===== config.mk =====
export PLATFORM = sky130hd
export DESIGN_NAME = sar_search
export DESIGN_NICKNAME = d
export VERILOG_FILES = /design/src/rtl/sar_search.sv
export SDC_FILE = /design/constraint.sdc
export NUM_CORES = 1
export LEC_CHECK = 0
export ABC_AREA = 1
export CAP_MARGIN = 20
export CORE_MARGIN = 10
export CORE_UTILIZATION = 59
export CTS_CLUSTER_SIZE = 8
export DETAILED_ROUTE_END_ITERATION = 7
export PLACE_DENSITY_LB_ADDON = 0.05
export SLEW_MARGIN = 20
export SYNTH_ARGS = -nofsm -noshare
export SYNTH_HDL_FRONTEND = slang
export SYNTH_SLANG_ARGS = --single-unit

===== constraint.sdc =====
create_clock -name clk -period 4.2 [get_ports clk]
set_clock_uncertainty 0.2 [all_clocks]
set_input_delay 0.63 -clock clk [delete_from_list [all_inputs] [get_ports clk]]
set_output_delay 0.63 -clock clk [all_outputs]
set_load 0.05 [all_outputs]

===== src/rtl/sar_search.sv =====
// rtl/sar_search.sv - successive-approximation search driving a magnitude comparator
//
// Purpose: binary-searches the unknown value on the comparator's a input by
// driving its b input (probe) and reading back agb/aeb/alb each cycle.
// Optional macro: SAR_SEARCH_CHK_EN enables one-hot flag checking and err.
//
// Ports:
//   clk, rst_n        clock, asynchronous active-low reset
//   start             begin a search (sampled only while idle)
//   agb, aeb, alb     comparator flags (target >, ==, < probe)
//   probe             registered operand for the comparator b input
//   busy              high while searching
//   done              one-cycle pulse when a search terminates
//   found             last search ended on aeb (held until next start)
//   result            matched value when found, else 0 (held)
//   steps             probes evaluated by the last/current search
//   err               inconsistent flags seen (0 unless SAR_SEARCH_CHK_EN)

module sar_search #(
  parameter int WIDTH = 4,
  parameter int CW    = $clog2(WIDTH + 2)
) (
  input  logic             clk,
  input  logic             rst_n,
  input  logic             start,
  input  logic             agb,
  input  logic             aeb,
  input  logic             alb,
  output logic [WIDTH-1:0] probe,
  output logic             busy,
  output logic             done,
  output logic             found,
  output logic [WIDTH-1:0] result,
  output logic [CW-1:0]    steps,
  output logic             err
);

  typedef enum logic [1:0] {
    S_IDLE,
    S_SEARCH,
    S_DONE
  } state_t;

  state_t           state_q, state_d;
  logic [WIDTH-1:0] lo_q, lo_d;
  logic [WIDTH-1:0] hi_q, hi_d;
  logic [WIDTH-1:0] probe_q, probe_d;
  logic [WIDTH-1:0] result_q, result_d;
  logic [CW-1:0]    steps_q, steps_d;
  logic             found_q, found_d;
`ifdef SAR_SEARCH_CHK_EN
  logic             err_q, err_d;
`endif

  always_comb begin
    state_d  = state_q;
    lo_d     = lo_q;
    hi_d     = hi_q;
    probe_d  = probe_q;
    result_d = result_q;
    steps_d  = steps_q;
    found_d  = found_q;
`ifdef SAR_SEARCH_CHK_EN
    err_d    = err_q;
`endif

    case (state_q)
      S_IDLE: begin
        if (start) begin
          lo_d     = '0;
          hi_d     = '1;
          // Midpoint of the full range: 2^(WIDTH-1)-1.
          probe_d  = {1'b0, {(WIDTH-1){1'b1}}};
          steps_d  = '0;
          found_d  = 1'b0;
          result_d = '0;
`ifdef SAR_SEARCH_CHK_EN
          err_d    = 1'b0;
`endif
          state_d  = S_SEARCH;
        end
      end

      S_SEARCH: begin
        steps_d = steps_q + CW'(1);
`ifdef SAR_SEARCH_CHK_EN
        if (!$onehot({agb, aeb, alb})) begin
          err_d   = 1'b1;
          state_d = S_DONE;
        end else
`endif
        if (aeb) begin
          result_d = probe_q;
          found_d  = 1'b1;
          state_d  = S_DONE;
        end else if (agb) begin
          if (probe_q == hi_q) begin
            state_d = S_DONE;
          end else begin
            lo_d    = probe_q + WIDTH'(1);
            // Sum taken one bit wider so lo+hi cannot wrap.
            probe_d = WIDTH'(({1'b0, probe_q} + (WIDTH+1)'(1) + {1'b0, hi_q}) >> 1);
          end
        end else if (alb || !(aeb || agb)) begin
          // alb, or no flag at all, both narrow the upper bound.
          if (probe_q == lo_q) begin
            state_d = S_DONE;
          end else begin
            hi_d    = probe_q - WIDTH'(1);
            // probe_q > lo_q here, so the subtraction cannot underflow.
            probe_d = WIDTH'(({1'b0, lo_q} + {1'b0, probe_q} - (WIDTH+1)'(1)) >> 1);
          end
        end
      end

      S_DONE: begin
        state_d = S_IDLE;
      end

      default: begin
        state_d = S_IDLE;
      end
    endcase
  end

  always_ff @(posedge clk or negedge rst_n) begin
    if (!rst_n) begin
      state_q  <= S_IDLE;
      lo_q     <= '0;
      hi_q     <= '0;
      probe_q  <= '0;
      result_q <= '0;
      steps_q  <= '0;
      found_q  <= 1'b0;
`ifdef SAR_SEARCH_CHK_EN
      err_q    <= 1'b0;
`endif
    end else begin
      state_q  <= state_d;
      lo_q     <= lo_d;
      hi_q     <= hi_d;
      probe_q  <= probe_d;
      result_q <= result_d;
      steps_q  <= steps_d;
      found_q  <= found_d;
`ifdef SAR_SEARCH_CHK_EN
      err_q    <= err_d;
`endif
    end
  end

  assign probe  = probe_q;
  assign busy   = (state_q == S_SEARCH);
  assign done   = (state_q == S_DONE);
  assign found  = found_q;
  assign result = result_q;
  assign steps  = steps_q;
`ifdef SAR_SEARCH_CHK_EN
  assign err    = err_q;
`else
  assign err    = 1'b0;
`endif

endmodule


==> qor.txt <==
TritonRoute pass-1 iters = 4
R2R depth = 11
routability cong. = 0.878
r2r startpoint = probe[1]$_DFFE_PN0P_
post-synthesis register bit count = 22
vias in the first global route = 1320
hpwl dp = 2820 um
vias per inst = 5.55
crit path max fanout = 12
# hold bufs at CTS = 0
CTS Buf Count = 3
initial core utilization = 62.8%
kind of end point of the critical path = output pin
Crit Reg-Reg Endpoint = probe[2]$_DFFE_PN0P_
CTS tree = done
startpoint types = register
initial antenna violation count = 0
worst skew pair latency = 0.32 ns
status = finished clean
Avg Inst Size Synth = 8.29 um2
# setup viols final = 0
Die Ht = 71.8 um
CTS H-tree depth = 1
count of pins over their slew limit = 0
number of hold violations in the final report = 0
CP arrival = 1.96 ns
Critical-path top delay cell = clkdlybuf4s50_1
DRC = 0
CP startpoint = state_q[1]$_DFFE_PN0P_
Final Critical Period = 2.79 ns
Synth Cell Area = 1580 um2
average wire per standard cell = 15.0 um
clock root cell = clkbuf_4
Synth area leaders = dfrtp_1 (35%), ha_1 (11%), nand2_1 (10%)
Initial DRC Count = 56
Post-Route WL = 3590 um
diode count = 0
CTS sink cnt = 22
sequential area share after synthesis = 34.8%
CP Class = register to output pin
Max Freq = 359 MHz
Routed Antenna Nets = 0
IO Count = 21
unrepaired setup endpoints after global routing = no
die area = 5160 um2
Port Buf Inserts = 19
Worst Tran Pin Value = 1.02 ns
Vias = 1327
crit share post-route = 66.4%
HP Class = register to register
R2R Setup Slk = 1.83 ns
max-cap check violation count = 0
first-pass GRT wire length = 6140 um
CP required = 3.37 ns
Post-CTS Resized = 0
Cell Rows = 18
top cell type's share of synthesized area = 34.8%
area leader, netlist = dfrtp_1
Global Route Usage Sum = 14.7%
clk buf depth = 2
pin count of the biggest net entering global routing = 23
Core Area = 2520 um2
synth unique cells = 31
Setup Fix Bufs, Post-CTS = 0
area grow syn2layout = 13.7%
total nets after synthesis = 213
CP Cell Sequence = inv_2 > nand2_4 > inv_4 > clkdlybuf4s50_1
Crit path largest cell delay = 0.82 ns
setup TNS = 0 ns
CP Capture Point = busy
ratio of cells with drive above 1 in the final layout = 12.4%
Worst-path clk slew = 0.12 ns
die width = 71.8 um
Synth Instances = 191
Synth warnings = 0
Slew headroom = 31.7%
global route overflow = 0
Final #Nets = 232
## routing by layer
metal / track usage (%) / share of wire (%) / up-vias / routed length, um
li1: - / - / 649 / -
met1: 17.5 / 43 / 634 / 1540
met2: 24.0 / 48 / 39 / 1740
met3: 5.10 / 7.6 / 5 / 272
met4: 4.95 / 1.3 / 0 / 47
met5: 0 / 0 / - / 0
## cells in the final DEF (no fill, tap or decap), types with 2 or more instances in the layout
master,instances
nand3_1,17
o21ai_2,2
nand2_2,4
nand4_1,7
nor2_4,2
o21ai_0,4
clkdlybuf4s50_1,19
inv_1,24
nand2_1,42
nand2_4,3
inv_2,4
nand3_2,2
clkbuf_4,3
dfrtp_1,22
fa_1,2
nor2_8,2
nor2_1,11
nand3b_1,2
ha_1,14
xnor2_1,3
a21oi_1,8
o21ai_1,3
inv_4,2
## cell type report
class	instances	area, um2
Sequential cell	22	551
Fill cell	207	721
Tap cell	30	37.5
Clock buffer	4	36.3
Multi-Input combinational cell	134	870
Inverter	30	118
Timing Repair Buffer	19	190
## through the flow
step           setup WS (ns)  instance area, um2  cells  hold slack [ns]  util (%)
2_1_floorplan           1.66                1580    191            0.134         -
3_3_place_gp            1.79                1770    235            0.250      70.0
3_5_place_dp            1.77                1770    235            0.261      70.0
4_1_cts                 1.40                1800    239            0.279      71.4
5_1_grt                 1.32                1800    239            0.297      71.4
6_report                1.41                1800    239            0.275      71.4
## worst min path at each step
stage,from,slack [ns],to,depth (start not counted)
final,steps[2]$_DFFE_PN0P_,0.28,steps[2]$_DFFE_PN0P_,1
after detailed placement,steps[2]$_DFFE_PN0P_,0.26,steps[2]$_DFFE_PN0P_,1
after global placement,steps[2]$_DFFE_PN0P_,0.25,steps[2]$_DFFE_PN0P_,1
after CTS,steps[2]$_DFFE_PN0P_,0.28,steps[2]$_DFFE_PN0P_,1
after floorplan,rst_n,0.13,found$_DFFE_PN0P_,0
after global routing,steps[2]$_DFFE_PN0P_,0.30,steps[2]$_DFFE_PN0P_,1
## critical path: cells and delay by family, from the launching register on
family	cells	cell delay, ns
flip-flops	1	0.41
buffers and inverters	3	1.08
AND/OR/NAND/NOR	1	0.15
## sequential cells by signal, summed over array words and instances, names as in the netlist
register  cells
state_q       2
lo_q          4
result        4
steps         3
probe         4
hi_q          4
found         1
## logic make-up after synthesis
logic type,share of synthesized area (%)
DFF,34.8
AOI/OAI and AO/OA,6.87
buffers and inverters,10.3
xor gates and xnor gates,2.21
adders and majority gates,13.6
other,0.237
and+or+nand+nor,32.0
## synthesized netlist by cell type (all sizes together)
master / n
nand2: 49
inv: 30
dfrtp: 22
nand3: 20
nor2: 15
ha: 14
o21ai: 9
a21oi: 8
nand4: 7
buf: 5
xnor2: 3
fa: 2
nand3b: 2
a22o: 1
a22oi: 1
conb: 1
nor3: 1
xor2: 1
Power is left out: the tool's default activity adds up to more than one toggle a clock period on the data nets, which glitch-free logic cannot reach.
